===== config.mk =====
export PLATFORM = sky130hd
export DESIGN_NAME = alu_share_ctrl
export DESIGN_NICKNAME = d
export VERILOG_FILES = /design/src/rtl/alu_pkg.sv /design/src/rtl/rr_arb2.sv /design/src/rtl/alu_share_ctrl.sv
export SDC_FILE = /design/constraint.sdc
export NUM_CORES = 1
export LEC_CHECK = 0
export CAP_MARGIN = 5
export CORE_ASPECT_RATIO = 1.75
export CORE_MARGIN = 1
export CORE_UTILIZATION = 43
export CTS_BUF_LIST = sky130_fd_sc_hd__clkbuf_4 sky130_fd_sc_hd__clkbuf_8
export CTS_CLUSTER_DIAMETER = 80
export DETAILED_ROUTE_END_ITERATION = 10
export PLACE_DENSITY = 0.89
export SYNTH_ARGS = -nofsm -noshare
export SYNTH_HDL_FRONTEND = slang
export SYNTH_HIERARCHICAL = 1
export SYNTH_SLANG_ARGS = --single-unit

===== constraint.sdc =====
create_clock -name clk -period 10.5 [get_ports clk]
set_input_delay 2.1 -clock clk [delete_from_list [all_inputs] [get_ports clk]]
set_output_delay 2.1 -clock clk [all_outputs]
set_load 0.01 [all_outputs]

===== src/rtl/alu_pkg.sv =====
// Shared definitions for the ALU-sharing controller: datapath width, op codes
// and controller state encoding.
package alu_pkg;

  localparam int unsigned N = 32;

  localparam logic [2:0] OP_ADD = 3'd0;
  localparam logic [2:0] OP_SUB = 3'd1;
  localparam logic [2:0] OP_AND = 3'd2;
  localparam logic [2:0] OP_OR  = 3'd3;
  localparam logic [2:0] OP_XOR = 3'd4;
  localparam logic [2:0] OP_MAX = 3'd4;

  typedef enum logic [1:0] {
    IDLE = 2'd0,
    EXEC = 2'd1,
    RESP = 2'd2
  } state_e;

  function automatic logic op_legal(input logic [2:0] op);
    return (op <= OP_MAX);
  endfunction

endpackage


===== src/rtl/rr_arb2.sv =====
// Two-way round-robin arbiter: on a tie the requester that did not win last
// time is granted. Purely combinational.
module rr_arb2 (
  input  logic [1:0] req,
  input  logic       last,
  output logic [1:0] grant,
  output logic       gidx
);

  always_comb begin
    grant = 2'b00;
    gidx  = 1'b0;
    case (req)
      2'b01: begin
        grant = 2'b01;
        gidx  = 1'b0;
      end
      2'b10: begin
        grant = 2'b10;
        gidx  = 1'b1;
      end
      2'b11: begin
        if (last) begin
          grant = 2'b01;
          gidx  = 1'b0;
        end else begin
          grant = 2'b10;
          gidx  = 1'b1;
        end
      end
      default: begin
        grant = 2'b00;
        gidx  = 1'b0;
      end
    endcase
  end

endmodule


===== src/rtl/alu_share_ctrl.sv =====
// Shares one external combinational ALU between two requesters: round-robin
// accept, one execute cycle, then a registered result held until handshake.
module alu_share_ctrl
  import alu_pkg::*;
(
  input  logic         clk,
  input  logic         rst,
  input  logic [1:0]   req_valid,
  output logic [1:0]   req_ready,
  input  logic [N-1:0] req_a0,
  input  logic [N-1:0] req_b0,
  input  logic [2:0]   req_op0,
  input  logic [N-1:0] req_a1,
  input  logic [N-1:0] req_b1,
  input  logic [2:0]   req_op1,
  output logic [1:0]   rsp_valid,
  input  logic [1:0]   rsp_ready,
  output logic [N-1:0] rsp_r,
  output logic         rsp_err,
  output logic [N-1:0] alu_a,
  output logic [N-1:0] alu_b,
  output logic [2:0]   alu_op,
  input  logic [N-1:0] alu_r
);

  state_e       state_q;
  logic [N-1:0] op_a_q;
  logic [N-1:0] op_b_q;
  logic [2:0]   op_code_q;
  logic         cur_q;
  logic         last_q;
  logic [1:0]   rsp_valid_q;
  logic [N-1:0] rsp_r_q;
  logic         rsp_err_q;

  logic [1:0]   grant_s;
  logic         gidx_s;

  rr_arb2 u_arb (
    .req   (req_valid),
    .last  (last_q),
    .grant (grant_s),
    .gidx  (gidx_s)
  );

  // Gated by rst so req_ready reads zero while reset is held
  assign req_ready = ((state_q == IDLE) && !rst) ? grant_s : 2'b00;

  // An illegal op would leave the ALU output stale, so the ALU is parked on add
  assign alu_a  = op_a_q;
  assign alu_b  = op_b_q;
  assign alu_op = op_legal(op_code_q) ? op_code_q : OP_ADD;

  assign rsp_valid = rsp_valid_q;
  assign rsp_r     = rsp_r_q;
  assign rsp_err   = rsp_err_q;

  always_ff @(posedge clk or posedge rst) begin
    if (rst) begin
      state_q     <= IDLE;
      op_a_q      <= '0;
      op_b_q      <= '0;
      op_code_q   <= 3'd0;
      cur_q       <= 1'b0;
      last_q      <= 1'b1;
      rsp_valid_q <= 2'b00;
      rsp_r_q     <= '0;
      rsp_err_q   <= 1'b0;
    end else begin
      case (state_q)
        IDLE: begin
          if (|req_valid) begin
            op_a_q    <= gidx_s ? req_a1  : req_a0;
            op_b_q    <= gidx_s ? req_b1  : req_b0;
            op_code_q <= gidx_s ? req_op1 : req_op0;
            cur_q     <= gidx_s;
            last_q    <= gidx_s;
            state_q   <= EXEC;
          end
        end
        EXEC: begin
          if (op_legal(op_code_q)) begin
            rsp_r_q   <= alu_r;
            rsp_err_q <= 1'b0;
          end else begin
            rsp_r_q   <= '0;
            rsp_err_q <= 1'b1;
          end
          rsp_valid_q <= cur_q ? 2'b10 : 2'b01;
          state_q     <= RESP;
        end
        RESP: begin
          if (rsp_ready[cur_q]) begin
            rsp_valid_q <= 2'b00;
            state_q     <= IDLE;
          end
        end
        default: begin
          rsp_valid_q <= 2'b00;
          state_q     <= IDLE;
        end
      endcase
    end
  end

endmodule


## Yosys cells after proc, flatten, opt, wreduce, memory -nomap -nowiden

Cells that the tools add are included.

| word-level totals | value |
|---|---|
| register bits after elaboration | 106 |
| bits of input ports | 172 |
| output and inout port bits | 104 |
| word-level logic and storage cells | 44 |

| operators by class | value |
|---|---|
| $lt $le $gt $ge | 2 |
| eq/ne operators | 7 |
| muxes and demuxes | 18 |
| bitwise operators | 1 |
| reduce and logical (&&, ||, !) cells | 7 |

Operators with widths:

| operator | count |
|---|---|
| $mux W32 | 3 |
| $pmux W2 S3 | 3 |
| $mux W2 | 5 |
| $eq A2 B2 Y1 const B | 3 |
| $mux W3 | 2 |
| $reduce_and A2 Y1 | 3 |
| $eq A2 B1 Y1 const B | 2 |
| $mux W1 | 4 |
| $le A3 B3 Y1 const B | 1 |
| $logic_not A2 Y1 | 1 |
| $lt A1 B2 Y1 const B | 1 |
| $ne A2 B1 Y1 const B | 1 |
| $ne A2 B2 Y1 const B | 1 |
| $pmux W1 S2 | 1 |
| $reduce_or A2 Y1 | 1 |
| $logic_and A1 B1 Y1 | 1 |
| $logic_not A1 Y1 | 1 |
| $not A1 Y1 | 1 |

## Longest topological paths before layout

Gate-level depths: netlist (run 1).

| logic depth | value |
|---|---|
| depth after elaboration | 4 |
| depth in mapped cells | 6 |
| depth with buffers taken out | 3 |

## Hierarchy

The synthesis (run 1) kept the hierarchy.

Modules (own cells, without submodules):

| module | times used | cells each | area an instance (sq um) | sequential area each (sq um) |
|---|---|---|---|---|
| alu_share_ctrl | 1 | 318 | 4800.9 | 2653.8 |
| rr_arb2 | 1 | 4 | 26.3 | 0.0 |

## Least setup slack after synthesis (run 1)

OpenSTA, ideal clock, no wires.

| timing | value |
|---|---|
| path type | input port to output port |
| start point | input rst |
| end point | output req_ready[0] |
| arrival | 2.416 ns |
| required time | 8.400 ns |
| path slack | 5.984 ns |
| cell stages on the path | 2 |
| path buffers | 0 |
| path through | nor3_1 > and2_1 |

| between the ends | value |
|---|---|
| word-level cells in the longest chain between the ends | 3 |

RTL lines:

| what | line | RTL |
|---|---|---|
| start, declared | alu_share_ctrl.sv:7 | `input logic rst,` |
| $logic_not A1 Y1 (no source line) | - |  |
| $logic_and A1 B1 Y1 | alu_share_ctrl.sv:47 | `assign req_ready = ((state_q == IDLE) && !rst) ? grant_s : 2'b00;` |
| $mux W2 | alu_share_ctrl.sv:47 |  |
| end, declared | alu_share_ctrl.sv:9 | `output logic [1:0] req_ready,` |

Every way passes these cells.

## Worst setup path in the final report (run 1)

Ends and elaborated chain as after synthesis.

==> run_results.csv, run 1 <==
group,metric,value,unit
global_route,antenna_found_initial,0,
critical_path,r2r_slack,8450,ps
cells_and_area,drive_gt1_share,27.7,%
detailed_routing,via_per_inst,5.16,
yosys,synth_top_area_share,54.4,%
global_route,grtUsageTotal,23.4,%
yosys,ys_ff_latch,106,
die,io_pins,276,
power_and_ir_drop,p_per_area,256,nW/µm²
cts,clkLatencyLatePin,360,ps
die,die_w,82.1,µm
timing,fin_setup_tns,0,ps
timing,hold_violations,0,
yosys,yosys_warnings,6,
timing,rsz0062_at_grt,"false",
detailed_routing,wl,13.6,mm
die,core,10800,µm²
yosys,synth.avg_cell_area,15.0,µm²
critical_path,startpoint_type,"input port",
die,die_y,142,µm
global_route,grt_pass1_wl,20.0,mm
timing,relSlewSlack,44.6,%
global_route,grt_max_degree,70,
yosys,async_reset_ff_share,100,%
timing,period_share,56.0,%
detailed_routing,vias,3748,
cts,cts_resized,0,
cts,postCtsSetupRepairBufs,0,
detailed_routing,avgRoutedWirePerCell,18.7,µm
critical_path,crit_type,"input port to output pin",
cts,tritoncts,"yes",
critical_path,required,8400,ps
timing,period_minus_slack,5880,ps
worst_hold_path,min_from,"alu_b[14]",
job,drv_cap,0,
cts,clock_sink_count,106,
cts,cts_inserted_buffers,9,
power_and_ir_drop,cellLeakagePower,3.18,nW
outcome,status,"finished clean",
global_route,grt_pass1_vias,3944,
cts,clock_path_buffers,2,
detailed_routing,dr.pass1.iters,4,
timing,whs,513,ps
yosys,synth_fp_nets,494,
yosys,syn_area,4830,µm²
timing,tightest_slew,832,ps
placement,place.gp.congestion,0.752,
die,die_area,11700,µm²
timing,fmax,0.170,GHz
placement,dpl.hpwl,10.7,mm
critical_path,critPathMaxFanout,2,
global_route,overflow,0,
detailed_routing,ant_nets,0,
timing,finClkSkew,8.90,ps
worst_hold_path,min_path_type,"flip-flop to flip-flop",
yosys,ys_seq_area_share,55.0,%
yosys,synth_cell_types,26,
yosys,synth.most_common_cell,"mux2_2",
timing,finalSetupViolCount,0,
yosys,ys.flop_type,"dfrtp_1",
critical_path,cp-end-kind,"output pin",
yosys,synth_top_area_cell,"dfrtp_1",
cts,ctsHoldBuffers,0,
critical_path,worstRegToRegCells,4,
die,num_rows,50,
cells_and_area,fin_nets,763,
cts,clk_pin_slew,90,ps
detailed_routing,drt_iter0_markers,70,
worst_hold_path,hold_path_end,"alu_b[14]",
timing,final_max_slew_viol_count,0,
critical_path,reg2reg_to,"alu_b[12]",
die,start_util,44.6,%
power_and_ir_drop,ir_worst_vdd,0.000179,V
critical_path,worstReg2RegStart,"last_q",
cts,cts-htree-levels,3,
cells_and_area,n_antenna_cell,0,
critical_path,crit_arrival,3780,ps
cts,clockRootBuffer,"clkbuf_8",
detailed_routing,drc,0,
worst_hold_path,hold_depth,1,
yosys,syn_inst,322,
placement,port_buffers,275,
yosys,synth-edff-count,0,
yosys,synthTopCellsByArea,"dfrtp_1, mux2_2, a22o_1, buf_6, buf_2",
yosys,synthTopCellsByCount,"mux2_2, dfrtp_1, a22o_1",
cells_and_area,area_growth,61.7,%
worst max-delay path, cell delays in order:
cell	delay, ps
clkdlybuf4s50_1	460
nor3_1	480
and2_1	210
clkdlybuf4s50_1	530
flip-flops by register name, summed over array words and instances (netlist names):
name	count
cur_q	1
state_q	2
rsp_err	1
op_code_q	3
alu_b	32
rsp_r	32
last_q	1
rsp_valid	2
alu_a	32
worst max-delay path by stage:
| stage | slack (ps) | startpoint | cells after the start | endpoint |
|---|---|---|---|---|
| 5_1_grt | 4560 | rst | 4 | req_ready[1] |
| 4_1_cts | 4650 | rst | 4 | req_ready[0] |
| 2_1_floorplan | 5610 | rst | 1 | alu_a[0] |
| 6_report | 4620 | rst | 4 | req_ready[0] |
| 3_3_place_gp | 4660 | rst | 4 | req_ready[1] |
| 3_5_place_dp | 4650 | rst | 4 | req_ready[0] |
layout make-up:
cell class / instances / area (µm²)
tap: 130 / 163
clock inverter: 6 / 41.3
clock buffer: 10 / 138
sequential: 106 / 2650
timing repair buffer: 281 / 2810
multi-input combinational: 191 / 1990
fill: 735 / 3020
inverter: 2 / 10.0
where the power goes:
| part | leakage, nW | internal [W] | switching (W) | total [W] |
|---|---|---|---|---|
| Combinational | 1.80 | 0.000643 | 0.000399 | 0.00104 |
| Sequential | 1.28 | 0.000607 | 0.000123 | 0.000730 |
| Clock | 0.0964 | 0.0000932 | 0.000132 | 0.000225 |
| Total | 3.18 | 0.00134 | 0.000654 | 0.00200 |
cells in the final DEF, fill, tap and decap left out, types with 2 or more instances in the layout:
master,instances
a22o_1,32
and2_1,2
buf_4,5
clkbuf_8,10
clkdlybuf4s50_1,275
clkinv_2,3
clkinv_4,2
dfrtp_1,105
mux2_2,137
nor2b_1,3
o2bb2ai_1,2
metrics by stage:
stage	std cells	power (W)	worst slack, ps	cell area (µm²)	util [%]
6_report	726	0.00200	4620	7800	72.1
3_5_place_dp	709	0.00179	4650	7610	70.3
3_3_place_gp	709	0.00174	4660	7610	70.3
2_1_floorplan	322	0.00125	5610	4830	-
4_1_cts	725	0.00202	4650	7790	72.0
5_1_grt	726	0.00211	4560	7800	72.1
logic make-up (layout without fill, tap and decap cells):
kind of cell    after synthesis  count (layout)  share of synthesized area (%)
mux                         138             138                           32.2
flops                       106             106                           55.0
compound gates               41              41                           7.26
buf+inv                      25             299                           3.94
simple gates                 12              12                           1.66
layer usage:
layer | up-vias | wire, µm | global-route usage, % | share of wire, %
li1 | 1719 | - | - | -
met1 | 1801 | 4750 | 24.2 | 35
met2 | 192 | 7300 | 43.1 | 54
met3 | 36 | 989 | 5.58 | 7.3
met4 | 0 | 518 | 10.3 | 3.8
met5 | - | 0 | 0 | 0
Power figures use the tool's default switching activity.
==> inputs of run 2 (changes only) <==
--- a/config.mk
+++ b/config.mk
@@ -8,11 +8,11 @@
 export CAP_MARGIN = 5
 export CORE_ASPECT_RATIO = 1.75
 export CORE_MARGIN = 1
-export CORE_UTILIZATION = 43
+export CORE_UTILIZATION = 40
 export CTS_BUF_LIST = sky130_fd_sc_hd__clkbuf_4 sky130_fd_sc_hd__clkbuf_8
 export CTS_CLUSTER_DIAMETER = 80
 export DETAILED_ROUTE_END_ITERATION = 10
-export PLACE_DENSITY = 0.89
+export PLACE_DENSITY = 0.84
 export SYNTH_ARGS = -nofsm -noshare
 export SYNTH_HDL_FRONTEND = slang
 export SYNTH_HIERARCHICAL = 1
==> constraint.sdc (replaced) <==
create_clock -name clk -period 6 [get_ports clk]
set_input_delay 1.2 -clock clk [delete_from_list [all_inputs] [get_ports clk]]
set_output_delay 1.2 -clock clk [all_outputs]
set_load 0.01 [all_outputs]
==> run 2 against run 1 <==
Compared with the run above: sequential power is 74% higher; first-iteration DRC count is 8.6% higher; flip-flop and latch count stayed put; final cell count is 0.83% higher; die area is 7.4% higher; worst setup slack worse by 2600 ps; utilization is 4.8 points lower; clock skew is 3.1 ps higher; non-clock buffer count is 1 higher; routed wire length is 2.6% lower; critical path type unchanged; critical endpoint is now req_ready[1]; largest cell class unchanged.
==> run_results.csv, run 2 (synthesis results as in run 1) <==
group,metric,value,unit
detailed_routing,dr.pass1.iters,4,
die,die_area,12500,µm²
worst_hold_path,min_from,"rsp_r[21]",
placement,port_buffers,275,
timing,rsz0062_at_grt,"false",
critical_path,crit_family,"buffers and inverters",
cts,tritoncts,"yes",
die,die_y,147,µm
critical_path,reg2reg_to,"alu_b[26]",
critical_path,critical_path_buf_inv_count,2,
cts,cts_inserted_buffers,9,
cells_and_area,area_growth,62.3,%
die,start_util,41.4,%
cts,clock_sink_count,106,
timing,finClkSkew,12.0,ps
detailed_routing,via_per_inst,5.07,
cts,clock_path_buffers,2,
power_and_ir_drop,switching_share,32.7,%
worst_hold_path,hold_depth,1,
global_route,overflow,0,
detailed_routing,drc,0,
worst_hold_path,hold_path_end,"rsp_r[21]",
worst_hold_path,min_path_type,"flip-flop to flip-flop",
cts,cts_resized,0,
detailed_routing,ant_nets,0,
power_and_ir_drop,internal_power,0.00235,W
power_and_ir_drop,p_per_area,446,nW/µm²
cts,ctsHoldBuffers,0,
cells_and_area,fin_nets,764,
placement,dpl.hpwl,10.2,mm
critical_path,crit_type,"input port to output pin",
timing,relSlewSlack,35.2,%
critical_path,crit_arrival,2740,ps
detailed_routing,drt_iter0_markers,76,
timing,hold_violations,0,
cts,cts-htree-levels,3,
outcome,status,"finished clean",
timing,tightest_slew,969,ps
cells_and_area,n_antenna_cell,0,
timing,finalSetupViolCount,0,
timing,period_minus_slack,3940,ps
timing,final_max_slew_viol_count,0,
die,die_w,85.0,µm
timing,fin_setup_tns,0,ps
cts,clockRootBuffer,"clkbuf_8",
detailed_routing,vias,3714,
power_and_ir_drop,power,0.00350,W
critical_path,cp-end-kind,"output pin",
cts,clk_pin_slew,100,ps
die,core,11600,µm²
power_and_ir_drop,pwr-share-comb,51.6,%
detailed_routing,avgRoutedWirePerCell,18.0,µm
die,io_pins,276,
critical_path,worstReg2RegStart,"last_q",
cells_and_area,fin_cells,732,
job,drv_cap,0,
timing,period_share,65.6,%
cells_and_area,mostFrequentLayoutCells,"clkdlybuf4s50_1, mux2_2, dfrtp_1",
critical_path,r2r_slack,3530,ps
cts,postCtsSetupRepairBufs,0,
global_route,grt_max_degree,71,
placement,placed_cells,715,
timing,fmax,0.254,GHz
critical_path,path_cells,"clkdlybuf4s50_1, nor3_1, and2_1, clkdlybuf4s50_1",
critical_path,cp_slowest_cell,"clkdlybuf4s50_1",
placement,place.gp.congestion,0.763,
power_and_ir_drop,clkPwrFrac,12.1,%
critical_path,worstRegToRegCells,4,
cells_and_area,layout_commonest_cell,"clkdlybuf4s50_1",
global_route,grt_pass1_wl,20.7,mm
critical_path,startpoint_type,"input port",
critical_path,critPathMaxFanout,2,
power_and_ir_drop,cellLeakagePower,3.18,nW
power_and_ir_drop,ir_worst_vdd,0.000250,V
die,num_rows,52,
cts,clkLatencyLatePin,360,ps
cells_and_area,drive_gt1_share,27.8,%
global_route,grtUsageTotal,21.4,%
timing,fin_ws,2060,ps
placement,dp_slack,2090,ps
power_and_ir_drop,switchingPower,0.00114,W
critical_path,required,4800,ps
critical_path,cp_slowest_stage_delay,530,ps
power_and_ir_drop,pwr-share-seq,36.3,%
detailed_routing,wl,13.2,mm
critical_path,critPathMostFrequentCell,"clkdlybuf4s50_1",
global_route,antenna_found_initial,0,
global_route,grt_pass1_vias,4132,
cells_and_area,final_core_util,67.3,%
[run 2: changes by cell type in the layout (fill, tap and decap cells not counted)]
cell,before,now
buf_4,5,6
clkinv_2,3,0
clkinv_8,0,1
inv_8,0,2
clkinvlp_4,0,1
clkbuf_8,10,9
[run 2: power groups by stage]
| stage | clock [W] | combinational, W | sequential, W |
|---|---|---|---|
| floorplan | 0 | 0.000791 | 0.00140 |
| CTS | 0.000444 | 0.00182 | 0.00127 |
| global placement | 0 | 0.00176 | 0.00126 |
| finish | 0.000424 | 0.00180 | 0.00127 |
| detailed placement | 0 | 0.00182 | 0.00128 |
| global route | 0.000470 | 0.00192 | 0.00132 |
[run 2: final cells by class]
| type | instances | area, µm² |
|---|---|---|
| Clock buffer | 9 | 124 |
| Sequential cell | 106 | 2650 |
| Multi-Input combinational cell | 191 | 1990 |
| Tap cell | 135 | 169 |
| Clock inverter | 7 | 72.6 |
| Fill cell | 861 | 3810 |
| Timing Repair Buffer | 282 | 2810 |
| Inverter | 2 | 10.0 |
[run 2: metal layers]
layer | share of wire (%) | up-vias | global-route usage, % | routed length [µm]
met1 | 36 | 1778 | 22.4 | 4790
met3 | 7.2 | 29 | 5.51 | 949
met2 | 53 | 191 | 39.5 | 7010
met4 | 3.4 | 0 | 9.49 | 451
met5 | 0 | - | 0 | 0
li1 | - | 1716 | - | -
[run 2: how the worst max path moves through the flow]
stage,start,endpoint,slack [ps],depth (start not counted)
after floorplan,rst,alu_a[0],2010,1
after global placement,rst,req_ready[1],2090,4
after detailed placement,rst,req_ready[1],2090,4
after CTS,rst,req_ready[1],2090,4
after global routing,rst,req_ready[1],1960,4
final,rst,req_ready[1],2060,4
[run 2: per-stage QoR]
step                hold WS, ps  instance area, µm²
global placement            489                7620
finish                      514                7840
floorplan                   520                4830
detailed placement          490                7620
CTS                         519                7820
global route                528                7840
